<file path="config.mk">
export PLATFORM = sky130hd
export DESIGN_NAME = spi_arb
export DESIGN_NICKNAME = d
export VERILOG_FILES = /design/src/rtl/spi_arb_pkg.sv /design/src/rtl/spi_arb_rr.sv /design/src/rtl/spi_arb.sv
export SDC_FILE = /design/constraint.sdc
export NUM_CORES = 1
export LEC_CHECK = 0
export CAP_MARGIN = 40
export CORE_MARGIN = 5
export CORE_UTILIZATION = 48
export DETAILED_ROUTE_END_ITERATION = 6
export GPL_TIMING_DRIVEN = 0
export PLACE_DENSITY = 0.86
export SLEW_MARGIN = 5
export SYNTH_ARGS = -nofsm -noshare
export SYNTH_HDL_FRONTEND = slang
export SYNTH_SLANG_ARGS = --single-unit
</file>
<file path="constraint.sdc">
create_clock -name clk -period 3.1 [get_ports clk]
set_input_delay 0.31 -clock clk [delete_from_list [all_inputs] [get_ports clk]]
set_output_delay 0.31 -clock clk [all_outputs]
set_load 0.02 [all_outputs]
</file>
<file path="src/rtl/spi_arb_pkg.sv">
// spi_arb_pkg: shared state, target encodings and slave-select helpers for the SPI arbiter
package spi_arb_pkg;
    localparam int NUM_REQ = 3;
    localparam int NUM_SS = 5;
    typedef enum logic [1:0] {IDLE, SETUP, XFER, GUARD} state_e;
    // Target code doubles as the ss_n bit index: {EEP,trig,ch3,ch2,ch1}
    typedef enum logic [2:0] {TGT_CH1, TGT_CH2, TGT_CH3, TGT_TRIG, TGT_EEP} tgt_e;
    function automatic logic tgt_valid(input logic [2:0] t);
        return t <= TGT_EEP;
    endfunction
    function automatic logic [NUM_SS-1:0] ss_sel(input logic [2:0] t);
        return ~(NUM_SS'(1) << t);
    endfunction
endpackage

</file>
<file path="src/rtl/spi_arb_rr.sv">
// rr_arb3: combinational three-way round-robin grant starting the search at ptr
module rr_arb3 import spi_arb_pkg::*; (
    input  logic [NUM_REQ-1:0] req,
    input  logic [1:0]         ptr,
    output logic [NUM_REQ-1:0] gnt
);
    logic [NUM_REQ-1:0] r, p;
    assign r = ptr == 2'd1 ? {req[0], req[2:1]} : ptr == 2'd2 ? {req[1:0], req[2]} : req;
    assign p = r[0] ? 3'b001 : r[1] ? 3'b010 : r[2] ? 3'b100 : 3'b000;
    assign gnt = ptr == 2'd1 ? {p[1:0], p[2]} : ptr == 2'd2 ? {p[0], p[2:1]} : p;
endmodule

</file>
<file path="src/rtl/spi_arb.sv">
// spi_arb: round-robin arbiter sharing one SPI master among three requesters
module spi_arb import spi_arb_pkg::*; #(
    parameter int SETUP_CYC   = 2,
    parameter int GUARD_CYC   = 2,
    parameter int TIMEOUT_CYC = 4096
) (
    input  logic                 clk,
    input  logic                 rst,
    input  logic [NUM_REQ-1:0]   req,
    input  logic [47:0]          req_cmd,
    input  logic [8:0]           req_tgt,
    output logic [NUM_REQ-1:0]   done,
    output logic                 err,
    output logic [15:0]          rsp_data,
    output logic                 spi_wrt,
    output logic [15:0]          spi_cmd,
    input  logic                 spi_done,
    input  logic [15:0]          spi_rd,
    output logic [NUM_SS-1:0]    ss_n
);
    state_e state, state_n;
    logic [12:0] cnt;
    logic [1:0] ptr;
    logic [NUM_REQ-1:0] gnt, gnt_q;
    logic [2:0] tgt_g, tgt_q;
    logic [15:0] cmd_g;
    logic grant, xfer_ok, tmo, to_guard;

    rr_arb3 u_rr (.req(req), .ptr(ptr), .gnt(gnt));

    assign tgt_g = gnt[1] ? req_tgt[5:3] : gnt[2] ? req_tgt[8:6] : req_tgt[2:0];
    assign cmd_g = gnt[1] ? req_cmd[31:16] : gnt[2] ? req_cmd[47:32] : req_cmd[15:0];
    assign grant = state == IDLE && |req;
    // The spi_wrt cycle (cnt==0) cannot complete a transfer
    assign xfer_ok = state == XFER && cnt != '0 && spi_done;
    assign tmo = state == XFER && cnt == 13'(TIMEOUT_CYC - 1);
    assign to_guard = state != GUARD && state_n == GUARD;

    always_ff @(posedge clk or posedge rst) begin
        if (rst) state <= IDLE;
        else state <= state_n;
    end

    always_comb begin
        state_n = state;
        case (state)
            IDLE:  if (grant) state_n = tgt_valid(tgt_g) ? SETUP : GUARD;
            SETUP: if (cnt == 13'(SETUP_CYC - 1)) state_n = XFER;
            XFER:  if (xfer_ok || tmo) state_n = GUARD;
            GUARD: if (cnt == 13'(GUARD_CYC - 1)) state_n = IDLE;
            default: state_n = IDLE;
        endcase
    end

    always_comb begin
        ss_n = (state == SETUP || state == XFER) ? ss_sel(tgt_q) : '1;
        spi_wrt = state == XFER && cnt == '0;
    end

    always_ff @(posedge clk or posedge rst) begin
        if (rst) begin
            cnt <= '0;
            ptr <= '0;
            gnt_q <= '0;
            tgt_q <= '0;
            spi_cmd <= '0;
            done <= '0;
            err <= 1'b0;
            rsp_data <= '0;
        end else begin
            cnt <= (state_n != state || state == IDLE) ? '0 : cnt + 13'd1;
            if (grant) begin
                gnt_q <= gnt;
                tgt_q <= tgt_g;
                spi_cmd <= cmd_g;
                ptr <= gnt[0] ? 2'd1 : gnt[1] ? 2'd2 : 2'd0;
            end
            done <= to_guard ? (state == IDLE ? gnt : gnt_q) : '0;
            err <= to_guard && !xfer_ok;
            if (xfer_ok) rsp_data <= spi_rd;
        end
    end
endmodule
</file>
After elaboration in Yosys (flattened, before gate mapping). Index checks and enable logic that the tools add are counted.

Add/subtract/negate cells: 1. Magnitude comparators: 1. Equality and inequality tests: 10. Shift operators: 1. Muxes and demuxes: 23. Bitwise operators: 1. Reduce and logical (&&, ||, !) cells: 15.

Operators by type and width (number): $mux 3 (11); $mux 16 (2); $mux 2 (7); $add 13x1->13 const B (1); $eq 13x1->1 const B (1); $eq 13x12->1 const B (1); $logic_not 13->1 (1); $mux 13 (1); $reduce_bool 13->1 (1); $eq 2x2->1 const B (4); $pmux 2 s4 (1); $logic_and 1x1->1 (7); $mux 5 (1); $not 5->5 (1); $shl 1x3->5 const A (1); $eq 2x1->1 const B (2); $le 3x3->1 const B (1); $logic_or 1x1->1 (3); $reduce_or 3->1 (1); $logic_not 2->1 (1); $ne 2x2->1 (1); $ne 2x2->1 const B (1); $logic_not 1->1 (1).

Flip-flop bits (word level): 59. Input bits: 79. Output and inout port bits: 42. Word-level logic and storage cells: 61.

Depth between registers and ports, before layout. Gate-level depths: netlist of run 1.

Depth after elaboration: 17. Gate-level depth with buffers: 9.

Cells and area by module. From an unflattened synthesis of run 1, not the netlist that was laid out.

Cell total of the unflattened synthesis: 310. Area, all modules: 3183.1 µm².

By module, submodules not included: spi_arb (times used 1, cells an instance 299, area an instance 3113.0 µm²); rr_arb3 (times used 1, cells an instance 11, area an instance 70.1 µm²).

Worst setup path after synthesis of run 1. Ideal clock, no wire load.

Path kind: register -> register. Start point: register ptr[0]. End point: register cnt[10]. Arrival: 1.975 ns. Slack: 1.005 ns. Cell stages (with the launch flop): 8. Buffers on the path: 1. Clock period less this slack: 2.095 ns. Cell sequence: dfrtp_1 nor3b_2 o31a_1 a221o_1 o2111ai_2 a31o_2 buf_6 a21oi_2.

Word-level cells in the longest chain between the ends: 17.

Ends and longest elaborated chain: start: declaration (line spi_arb.sv:23) `logic [1:0] ptr;`; start signal: assignment (line spi_arb.sv:76) `ptr <= gnt[0] ? 2'd1 : gnt[1] ? 2'd2 : 2'd0;`; $eq 2x2->1 (line spi_arb_rr.sv:8, spi_arb_rr.sv:10); $mux 3 (2 in a row) (line spi_arb_rr.sv:8) `assign r = ptr == 2'd1 ? {req[0], req[2:1]} : ptr == 2'd2 ? {req[1:0], req[2]} : req;`; $mux 3 (3 in a row) (line spi_arb_rr.sv:9) `assign p = r[0] ? 3'b001 : r[1] ? 3'b010 : r[2] ? 3'b100 : 3'b000;`; $mux 3 (line spi_arb_rr.sv:10) `assign gnt = ptr == 2'd1 ? {p[1:0], p[2]} : ptr == 2'd2 ? {p[0], p[2:1]} : p;`; $mux 3 * (line spi_arb_rr.sv:10); $mux 3 (line spi_arb.sv:31) `assign tgt_g = gnt[1] ? req_tgt[5:3] : gnt[2] ? req_tgt[8:6] : req_tgt[2:0];`; $mux 3 * (line spi_arb.sv:31); $le 3x3->1 * (line spi_arb_pkg.sv:9) `return t <= TGT_EEP;`; $mux 2 * (2 in a row) (line spi_arb.sv:47) `IDLE: if (grant) state_n = tgt_valid(tgt_g) ? SETUP : GUARD;`; $pmux 2 s4 * (line spi_arb.sv:46) `case (state)`; $ne 2x2->1 * (line spi_arb.sv:71) `cnt <= (state_n != state || state == IDLE) ? '0 : cnt + 13'd1;`; $logic_or 1x1->1 * (line spi_arb.sv:71); $mux 13 * (line spi_arb.sv:71); end signal: assignment (line spi_arb.sv:71); end: declaration (line spi_arb.sv:22) `logic [12:0] cnt;`.

Every way passes the cells marked *; elsewhere a longest branch is shown, timed or not. A chain may end at the register's enable or synchronous reset.

Worst setup path after layout of run 1.
Start point: register state[0]. End point: register done[0].

Word-level cells in the longest chain between the ends: 9.

Ends and longest elaborated chain: start: declaration (line spi_arb.sv:21) `state_e state, state_n;`; start signal: assignment (line spi_arb.sv:41) `else state <= state_n;`; $eq 2x2->1 (line spi_arb.sv:35, spi_arb.sv:36, spi_arb.sv:46); $logic_and 1x1->1 (2 in a row) (line spi_arb.sv:35) `assign xfer_ok = state == XFER && cnt != '0 && spi_done;`; $logic_or 1x1->1 (line spi_arb.sv:49) `XFER: if (xfer_ok || tmo) state_n = GUARD;`; $mux 2 (line spi_arb.sv:49); $pmux 2 s4 * (line spi_arb.sv:46); via state_n[0] (line spi_arb.sv:21); $eq 2x2->1 * (line spi_arb.sv:37) `assign to_guard = state != GUARD && state_n == GUARD;`; $logic_and 1x1->1 * (line spi_arb.sv:37); $mux 3 * (line spi_arb.sv:78) `done <= to_guard ? (state == IDLE ? gnt : gnt_q) : '0;`; end signal: assignment (line spi_arb.sv:78); end: declaration (line spi_arb.sv:12) `output logic [NUM_REQ-1:0] done,`.

The timed path passes the listed nets; every way through them passes the cells marked *.

==> results of run 1 <==
state kept, by name, indices dropped and copies added (netlist names):
name	cells
state	2
cnt	13
tgt_q	3
spi_cmd	16
gnt_q	2
done	3
err	1
ptr	2
rsp_data	16
critical path: stages, from the launching register on:
cell	delay (ns)
dfrtp_1	0.46
inv_1	0.15
ha_1	0.25
nand2_1	0.08
a31oi_2	0.54
nor4_1	0.12
a211oi_1	0.34
nand2b_1	0.23
a2111oi_2	0.30
layer usage:
layer | wire length [um] | vias to the layer above | GRT usage (%)
li1 | - | 1428 | -
met1 | 3530 | 1442 | 25.2
met2 | 4230 | 93 | 35.5
met3 | 595 | 21 | 6.40
met4 | 246 | 0 | 11.1
met5 | 0 | - | 0
worst max-delay path by stage:
stage,to
after floorplan,cnt[10]
after global placement,spi_cmd[15]
after detailed placement,cnt[4]
after CTS,done[0]
after global routing,done[0]
final,done[0]
layout make-up:
| type | count | share of cell area (%) |
|---|---|---|
| Clock buffer | 9 | 2.62 |
| Tap cell | 80 | 2.12 |
| Inverter | 13 | 1.03 |
| Clock inverter | 7 | 1.46 |
| Timing Repair Buffer | 119 | 25.4 |
| Buffer | 17 | 1.85 |
| Sequential cell | 58 | 30.7 |
| Multi-Input combinational cell | 237 | 34.8 |
synthesized netlist by cell type, types with 4 or more instances:
cell type	n
nor3_1	8
buf_2	6
o21ai_0	20
mux2i_1	11
a22oi_1	10
ha_1	8
nor2_1	13
a21oi_2	10
xnor2_1	6
a21o_1	4
nand4_1	5
a21oi_1	20
o211ai_1	4
nand3_1	10
nand2_1	43
dfrtp_1	58
clkbuf_1	8
inv_1	13
nor2b_1	4
xor2_1	5
mux2_2	17
cell usage in the layout, fill, tap and decap left out, drive strengths merged, types with 11 or more instances in the layout:
master and instances:
nand2 43, dfrtp 58, nor2 13, clkdlybuf4s50 118, a21oi 30, mux2i 11, o21ai 20, clkbuf 18
mux2 17, inv 14
power by group through the flow:
stage          registers (mW)  clock network (mW)  logic (mW)
6_report                 1.23               0.689        2.32
5_1_grt                  1.27               0.736        2.51
4_1_cts                  1.22               0.698        2.33
3_5_place_dp             1.24                   0        2.32
3_3_place_gp             1.22                   0        2.26
2_1_floorplan            1.47                   0        1.17
stage by stage:
step	instance area [um^2]	util [%]
floorplan	3230	-
global placement	4510	67.5
detailed placement	4530	67.8
CTS	4720	70.7
global route	4720	70.7
finish	4720	70.7
cells by family after synthesis:
kind of cell / count (synthesis) / synth area share [%]
mux: 28 / 9.33
flops: 58 / 44.9
simple gates: 103 / 16.4
buf+inv: 30 / 4.22
xor+xnor: 11 / 2.98
fa+ha+maj: 8 / 3.10
compound gates: 87 / 19.1
==> results.cfg, run 1 <==
[placed_design]
dp_slack_ns = 0.469
gp_congestion = 0.850
io_buffer_count = 118
dpl.hpwl_um = 6570
placed_cells = 524

[floorplanning]
dieArea_um2 = 8470
rows = 30
core-area_um2 = 6680
die_h_um = 92.0
ios = 121
start_util_pct = 48.4
die_w_um = 92.0

[logic_synthesis]
synth_nets = 412
ys_ff_latch = 58
synth-edff-count = 0
synth_ff_type = dfrtp_1
ys_types = 55
synth_area_leaders = dfrtp_1 (45%), mux2_2 (5.9%), nand2_1 (5.0%)
syn-cell-area_um2 = 3230
ys_async_sr_fraction_pct = 100
synth.avg_cell_area_um2 = 9.94
synth_top_cell_by_area = dfrtp_1
yosys_warnings = 0
netlist.area_leader.share_pct = 44.9
syn_inst = 325
yosysSeqAreaShare_pct = 44.9

[timing]
slew_headroom_pct = 56.2
period_minus_slack_ns = 2.58
hold_violations = 0
whs_ns = 0.286
rsz0062_at_grt = false
timing.final.crit_share_pct = 83.3
worst_clock_skew_ns = 0.0129
tns_ns = 0
finalMaxSlewViolations = 0
max_freq_mhz = 387
worst_slew_pin_slew_ns = 0.652
post-route-worst-setup-slack_ns = 0.518
setup_violations = 0

[power_and_ir_drop]
totalPowerFinal_mw = 4.23
power.density_nw_per_um2 = 896
seqPwrFrac_pct = 28.9
power_frac_clock_pct = 16.3
internal_power_mw = 2.45
p_sw_share_pct = 42.2
power.leakage_nw = 2.01
ir_worst_vdd_uv = 532
p_switching_mw = 1.79
combPwrFrac_pct = 54.8

[clock_network]
cts_buffers = 9
clkTransAtPathRegs_ns = 0.08
clock_sinks = 58
cts_resized = 0
cts_max_path_buffers = 2
tritoncts = done
cts-hold-fix-buffers = 0
clk_latency_ns = 0.34
cts.htree.levels = 3
cts-root-buf = clkbuf_8
cts_setup_buffers = 0

[cells_and_area]
antenna_cells = 0
finalNonFillerCells = 540
nets = 542
fillers = 513
seq_area_um2 = 1450
drive_gt1_share_pct = 14.8
syn_to_final_growth_pct = 46.2
multi_input_area_um2 = 1640

[global_route]
grt_max_degree = 41
track_usage_pct = 21.5
grt-ovfl-total = 0
grt_antenna_before_repair = 0
grt_first_pass_wirelength_um = 14500
grt_pass1_vias = 3116

[setup_path]
required_ns = 3.33
critPathKind = flop to flop
crit_start = state[0]
r2r_start = state[0]
worstPathMaxFanout = 10
worst-endpoint-arrival_ns = 2.81
worst_r2r_path_depth = 8
worstSetupEndpointType = flop
startpoint_type = flop
ff2ff_setup_slack_ns = 0.52
regToRegEndpoint = done[0]

[status]
status = completed

[routing]
viasPerCell = 5.53
route.detailed.drc = 0
dr.pass1.iters = 4
drt_iter0_markers = 229
ant_nets = 0
route.vias.total = 2984
wl_per_cell_um = 15.9
drt_wl_total_um = 8610

[min_path]
min_path_type = input pin to asynchronous set/reset pin

[job]
drv_cap = 0
Note: power is estimated with default switching activity, not from simulation.
==> run 2: changes to the inputs <==
--- a/config.mk
+++ b/config.mk
@@ -7,10 +7,10 @@
 export LEC_CHECK = 0
 export CAP_MARGIN = 40
 export CORE_MARGIN = 5
-export CORE_UTILIZATION = 48
+export CORE_UTILIZATION = 45
 export DETAILED_ROUTE_END_ITERATION = 6
 export GPL_TIMING_DRIVEN = 0
-export PLACE_DENSITY = 0.86
+export PLACE_DENSITY = 0.81
 export SLEW_MARGIN = 5
 export SYNTH_ARGS = -nofsm -noshare
 export SYNTH_HDL_FRONTEND = slang
==> constraint.sdc (replaced) <==
create_clock -name clk -period 2.48 [get_ports clk]
set_input_delay 0.248 -clock clk [delete_from_list [all_inputs] [get_ports clk]]
set_output_delay 0.248 -clock clk [all_outputs]
set_load 0.02 [all_outputs]
==> results.cfg, run 2 (synthesized netlist as in run 1, its figures left out) <==
[floorplanning]
ios = 121
rows = 30
start_util_pct = 46.8
core-area_um2 = 6910
die_w_um = 94.7
die_h_um = 94.7
dieArea_um2 = 8970

[min_path]
min_path_type = input pin to asynchronous set/reset pin

[placed_design]
placed_area_um2 = 4550
gp_congestion = 0.874
dp_slack_ns = -0.215
io_buffer_count = 118
dpl.hpwl_um = 6840

[routing]
dr.pass1.iters = 5
route.detailed.drc = 0
wl_per_cell_um = 16.3
route.vias.total = 3029
ant_nets = 0
drt_wl_total_um = 9150
drt_iter0_markers = 125
viasPerCell = 5.41

[timing]
worst_clock_skew_ns = 0.00840
max_freq_mhz = 422
period_minus_slack_ns = 2.37
worst_slew_pin_slew_ns = 0.531
slew_headroom_pct = 64.5
post-route-worst-setup-slack_ns = 0.111
rsz0062_at_grt = false
hold_violations = 0
finalMaxSlewViolations = 0
setup_violations = 0
timing.final.crit_share_pct = 95.5
tns_ns = 0

[setup_path]
required_ns = 2.23
regToRegEndpoint = done[0]
startpoint_type = flop
critPathKind = flop to output pin
worst_r2r_path_depth = 8
endpoint = ss_n[4]
r2r_start = state[0]
worstSetupEndpointType = output pin
worstPathMaxFanout = 6
crit_start = state[0]
worst-endpoint-arrival_ns = 2.12
ff2ff_setup_slack_ns = 0.16

[power_and_ir_drop]
power.density_nw_per_um2 = 1150
totalPowerFinal_mw = 5.61
power.leakage_nw = 2.08
ir_worst_vdd_uv = 638

[global_route]
grt_antenna_before_repair = 0
grt_first_pass_wirelength_um = 15100
grt_max_degree = 37
grt_pass1_vias = 3116
grt-ovfl-total = 0
track_usage_pct = 21.8

[status]
status = completed

[cells_and_area]
layout_commonest_cell = clkdlybuf4s50_1
nets = 547
final_area_um2 = 4880
antenna_cells = 0
layout_common_cells = clkdlybuf4s50_1 (116), dfrtp_1 (56), nand2_1 (43)
reg_top3 = rsp_data: 16 flops, spi_cmd: 16 flops, cnt: 13 flops
drive_gt1_share_pct = 17.0
syn_to_final_growth_pct = 51.2

[clock_network]
tritoncts = done
clkTransAtPathRegs_ns = 0.07
cts-root-buf = clkbuf_8
cts-hold-fix-buffers = 0
cts.htree.levels = 3
cts_max_path_buffers = 2
cts_buffers = 9
clock_sinks = 58
clk_latency_ns = 0.34

[job]
drv_cap = 0
-- run 2: area by class of cell --
cell class / count / area (um^2)
Multi-Input combinational cell: 237 / 1690
Clock buffer: 10 / 138
Tap cell: 96 / 120
Clock inverter: 5 / 103
Sequential cell: 58 / 1450
Buffer: 17 / 87.6
Fill cell: 544 / 2020
Inverter: 13 / 48.8
Timing Repair Buffer: 124 / 1240
-- run 2: routing by layer --
layer  up-vias  global-route usage [%]  share of wire (%)
li1       1434                       -                  -
met1      1472                    26.0                 40
met2       107                    36.7                 51
met3        16                    7.01                6.7
met4         0                    7.81                1.5
met5         -                       0                  0
-- run 2: what timing repair did --
item                                   CTS  global route
endpoints found under the hold margin    0             0
pin swaps                                0             3
resized for setup                        4             9
setup endpoints to repair               17            26
buffers inserted                         2             3
-- run 2: worst max-delay path: stages (launching register included) --
cell and delay (ns):
dfrtp_1 0.45, inv_1 0.17, ha_2 0.31, nor2b_2 0.17
nand3b_1 0.08, clkdlybuf4s50_1 0.60
-- run 2: worst min-delay path by stage --
stage | from | to | slack (ns)
2_1_floorplan | req_cmd[26] | spi_cmd[10] | 0.39
3_3_place_gp | gnt_q[1] | gnt_q[1] | 0.46
3_5_place_dp | spi_cmd[2] | spi_cmd[2] | 0.47
4_1_cts | rst | spi_cmd[6] | 0.26
5_1_grt | rst | spi_cmd[10] | 0.29
6_report | rst | spi_cmd[13] | 0.26
-- run 2: through the flow --
stage	util, %	hold WS (ns)	std cells
detailed placement	65.9	0.470	540
global route	70.7	0.289	560
finish	70.7	0.264	560
floorplan	-	0.387	325
global placement	65.6	0.461	539
CTS	70.0	0.264	557
-- run 2: power breakdown --
group / leakage, nW / total (mW) / internal [mW] / switching [mW]
clock network: 0.118 / 1.08 / 0.687 / 0.393
logic: 1.23 / 2.99 / 1.34 / 1.65
registers: 0.740 / 1.54 / 1.31 / 0.239
total: 2.08 / 5.61 / 3.33 / 2.28
==> run 3: changes to the inputs <==
--- a/config.mk
+++ b/config.mk
@@ -5,12 +5,14 @@
 export SDC_FILE = /design/constraint.sdc
 export NUM_CORES = 1
 export LEC_CHECK = 0
+export ABC_AREA = 1
 export CAP_MARGIN = 40
 export CORE_MARGIN = 5
-export CORE_UTILIZATION = 45
+export CORE_UTILIZATION = 44
 export DETAILED_ROUTE_END_ITERATION = 6
 export GPL_TIMING_DRIVEN = 0
-export PLACE_DENSITY = 0.81
+export PLACE_DENSITY = 0.8
+export SKIP_CTS_REPAIR_TIMING = 1
 export SLEW_MARGIN = 5
 export SYNTH_ARGS = -nofsm -noshare
 export SYNTH_HDL_FRONTEND = slang
==> results.cfg, run 3 <==
[cells_and_area]
layout_common_cells = clkdlybuf4s50_1 (120), nand2_1 (109), dfrtp_1 (57)
reg_top3 = rsp_data: 16 flops, spi_cmd: 16 flops, cnt: 13 flops
syn_to_final_growth_pct = 51.1
layout_commonest_cell = clkdlybuf4s50_1
finalNonFillerCells = 634
fin_util_pct = 69.3
drive_gt1_share_pct = 11.9
nets = 620
fillers = 544
antenna_cells = 0

[logic_synthesis]
synth_area_leaders = dfrtp_1 (46%), nand2_1 (13%), nor2_1 (5.8%)
yosys-top-cells-count = nand2_1 (109), dfrtp_1 (58), nor2_1 (49)
ys_async_sr_fraction_pct = 100
synth_nets = 483
ys_ff_latch = 58
synth_top_cell_by_area = dfrtp_1
yosys_warnings = 0
yosysMostFrequentCell = nand2_1
synth-edff-count = 0
syn-cell-area_um2 = 3150
yosysSeqAreaShare_pct = 46.1
syn_inst = 396
netlist.area_leader.share_pct = 46.1
synth_ff_type = dfrtp_1
ys_types = 39
synth.avg_cell_area_um2 = 7.96

[timing]
period_minus_slack_ns = 2.36
timing.final.crit_share_pct = 95.0
rsz0062_at_grt = false
finalMaxSlewViolations = 0
max_freq_mhz = 425
worst_slew_pin_slew_ns = 0.626
worst_clock_skew_ns = 0.00827
setup_violations = 0
hold_violations = 0
slew_headroom_pct = 58.2
post-route-worst-setup-slack_ns = 0.125

[floorplanning]
ios = 121
start_util_pct = 45.9
rows = 30
core-area_um2 = 6870
die_h_um = 94.6
dieArea_um2 = 8960
die_w_um = 94.6

[setup_path]
worst-endpoint-arrival_ns = 2.11
worstPathMaxFanout = 6
r2r_start = state[1]
cp_slowest_cell = clkdlybuf4s50_1
critPathKind = flop to output pin
crit_start = state[1]
startpoint_type = flop
path_cells = inv_2 > ha_2 > inv_1 > nor2_1 > nand3_1 > clkdlybuf4s50_1
max_stage_delay_ns = 0.56
regToRegEndpoint = cnt[10]
worst_r2r_path_depth = 15
ff2ff_setup_slack_ns = 0.25
required_ns = 2.23
endpoint = ss_n[2]
worstSetupEndpointType = output pin

[placed_design]
placed_cells = 613
io_buffer_count = 120
dp_slack_ns = -0.192
gp_congestion = 0.872
dpl.hpwl_um = 6730

[routing]
ant_nets = 0
route.vias.total = 3123
drt_iter0_markers = 95
dr.pass1.iters = 4
wl_per_cell_um = 13.7
drt_wl_total_um = 8680
route.detailed.drc = 0
viasPerCell = 4.93

[power_and_ir_drop]
ir_worst_vdd_uv = 709
power.leakage_nw = 2.09
power.density_nw_per_um2 = 1180
totalPowerFinal_mw = 5.61

[clock_network]
cts_buffers = 9
cts.htree.levels = 3
cts-root-buf = clkbuf_8
tritoncts = done
clkTransAtPathRegs_ns = 0.07
clk_latency_ns = 0.35
clock_sinks = 58
cts_max_path_buffers = 2

[global_route]
grt_max_degree = 31
grt_pass1_vias = 3267
grt_antenna_before_repair = 0
grt_first_pass_wirelength_um = 14500
track_usage_pct = 20.9
grt-ovfl-total = 0

[status]
status = completed

[min_path]
min_path_type = input pin to asynchronous set/reset pin

[job]
drv_cap = 0
[run 3: final cells by class]
class                   instances  area [um^2]  area share [%]
flip-flops and latches         58         1450            30.5
clock inverters                 5         77.6            1.63
multi-input cells             287         1510            31.7
well taps                      96          120            2.52
clock buffers                  11          141            2.97
inverters                      42          161            3.39
plain buffers                   9         41.3           0.867
repair buffers                126         1260            26.4
[run 3: metrics by stage]
step / cell area [um^2] / TNS (ns) / hold slack (ns)
after floorplan: 3150 / 0 / 0.358
after global placement: 4470 / -15.07 / 0.462
after detailed placement: 4490 / -2.31 / 0.464
after CTS: 4710 / -2.29 / 0.324
after global routing: 4760 / 0 / 0.348
final: 4760 / 0 / 0.291
[run 3: how the worst min path moves through the flow]
stage	start	end	slack [ns]	depth (start not counted)
5_1_grt	rst	rsp_data[7]	0.35	2
6_report	rst	rsp_data[3]	0.29	2
3_3_place_gp	rsp_data[4]	rsp_data[4]	0.46	2
2_1_floorplan	spi_rd[0]	rsp_data[0]	0.36	2
3_5_place_dp	rsp_data[10]	rsp_data[10]	0.46	2
4_1_cts	rst	rsp_data[3]	0.32	2
[run 3: cell families (layout without fill, tap and decap cells)]
group | count (synthesis) | after routing | share of synthesized area, %
xor+xnor | 5 | 5 | 1.39
flops | 58 | 58 | 46.0
compound gates | 67 | 67 | 13.9
fa+ha+maj | 8 | 8 | 3.18
simple gates | 207 | 207 | 29.0
buf+inv | 51 | 193 | 6.43
[run 3: metal layers]
metal / part of all wire (%) / track usage, % / wire length [um] / vias to the layer above
met5: 0 / 0 / 0 / -
met4: 1.7 / 8.41 / 145 / 0
met3: 12 / 9.80 / 1020 / 11
met2: 49 / 34.5 / 4230 / 116
met1: 38 / 23.2 / 3280 / 1443
li1: - / - / - / 1553
[run 3: worst max-delay path, delay by kind of cell, from the launching register on]
kind	cells	cell delay [ns]
flip-flops	1	0.43
AND/OR/NAND/NOR	2	0.31
buffers and inverters	3	0.69
adder cells (fa/ha/maj)	1	0.34
[run 3: report_power, final]
group	total, mW	switching [mW]	internal [mW]	leakage (nW)
clock network	0.981	0.391	0.590	0.109
logic	3.10	1.81	1.29	1.24
registers	1.53	0.220	1.31	0.737
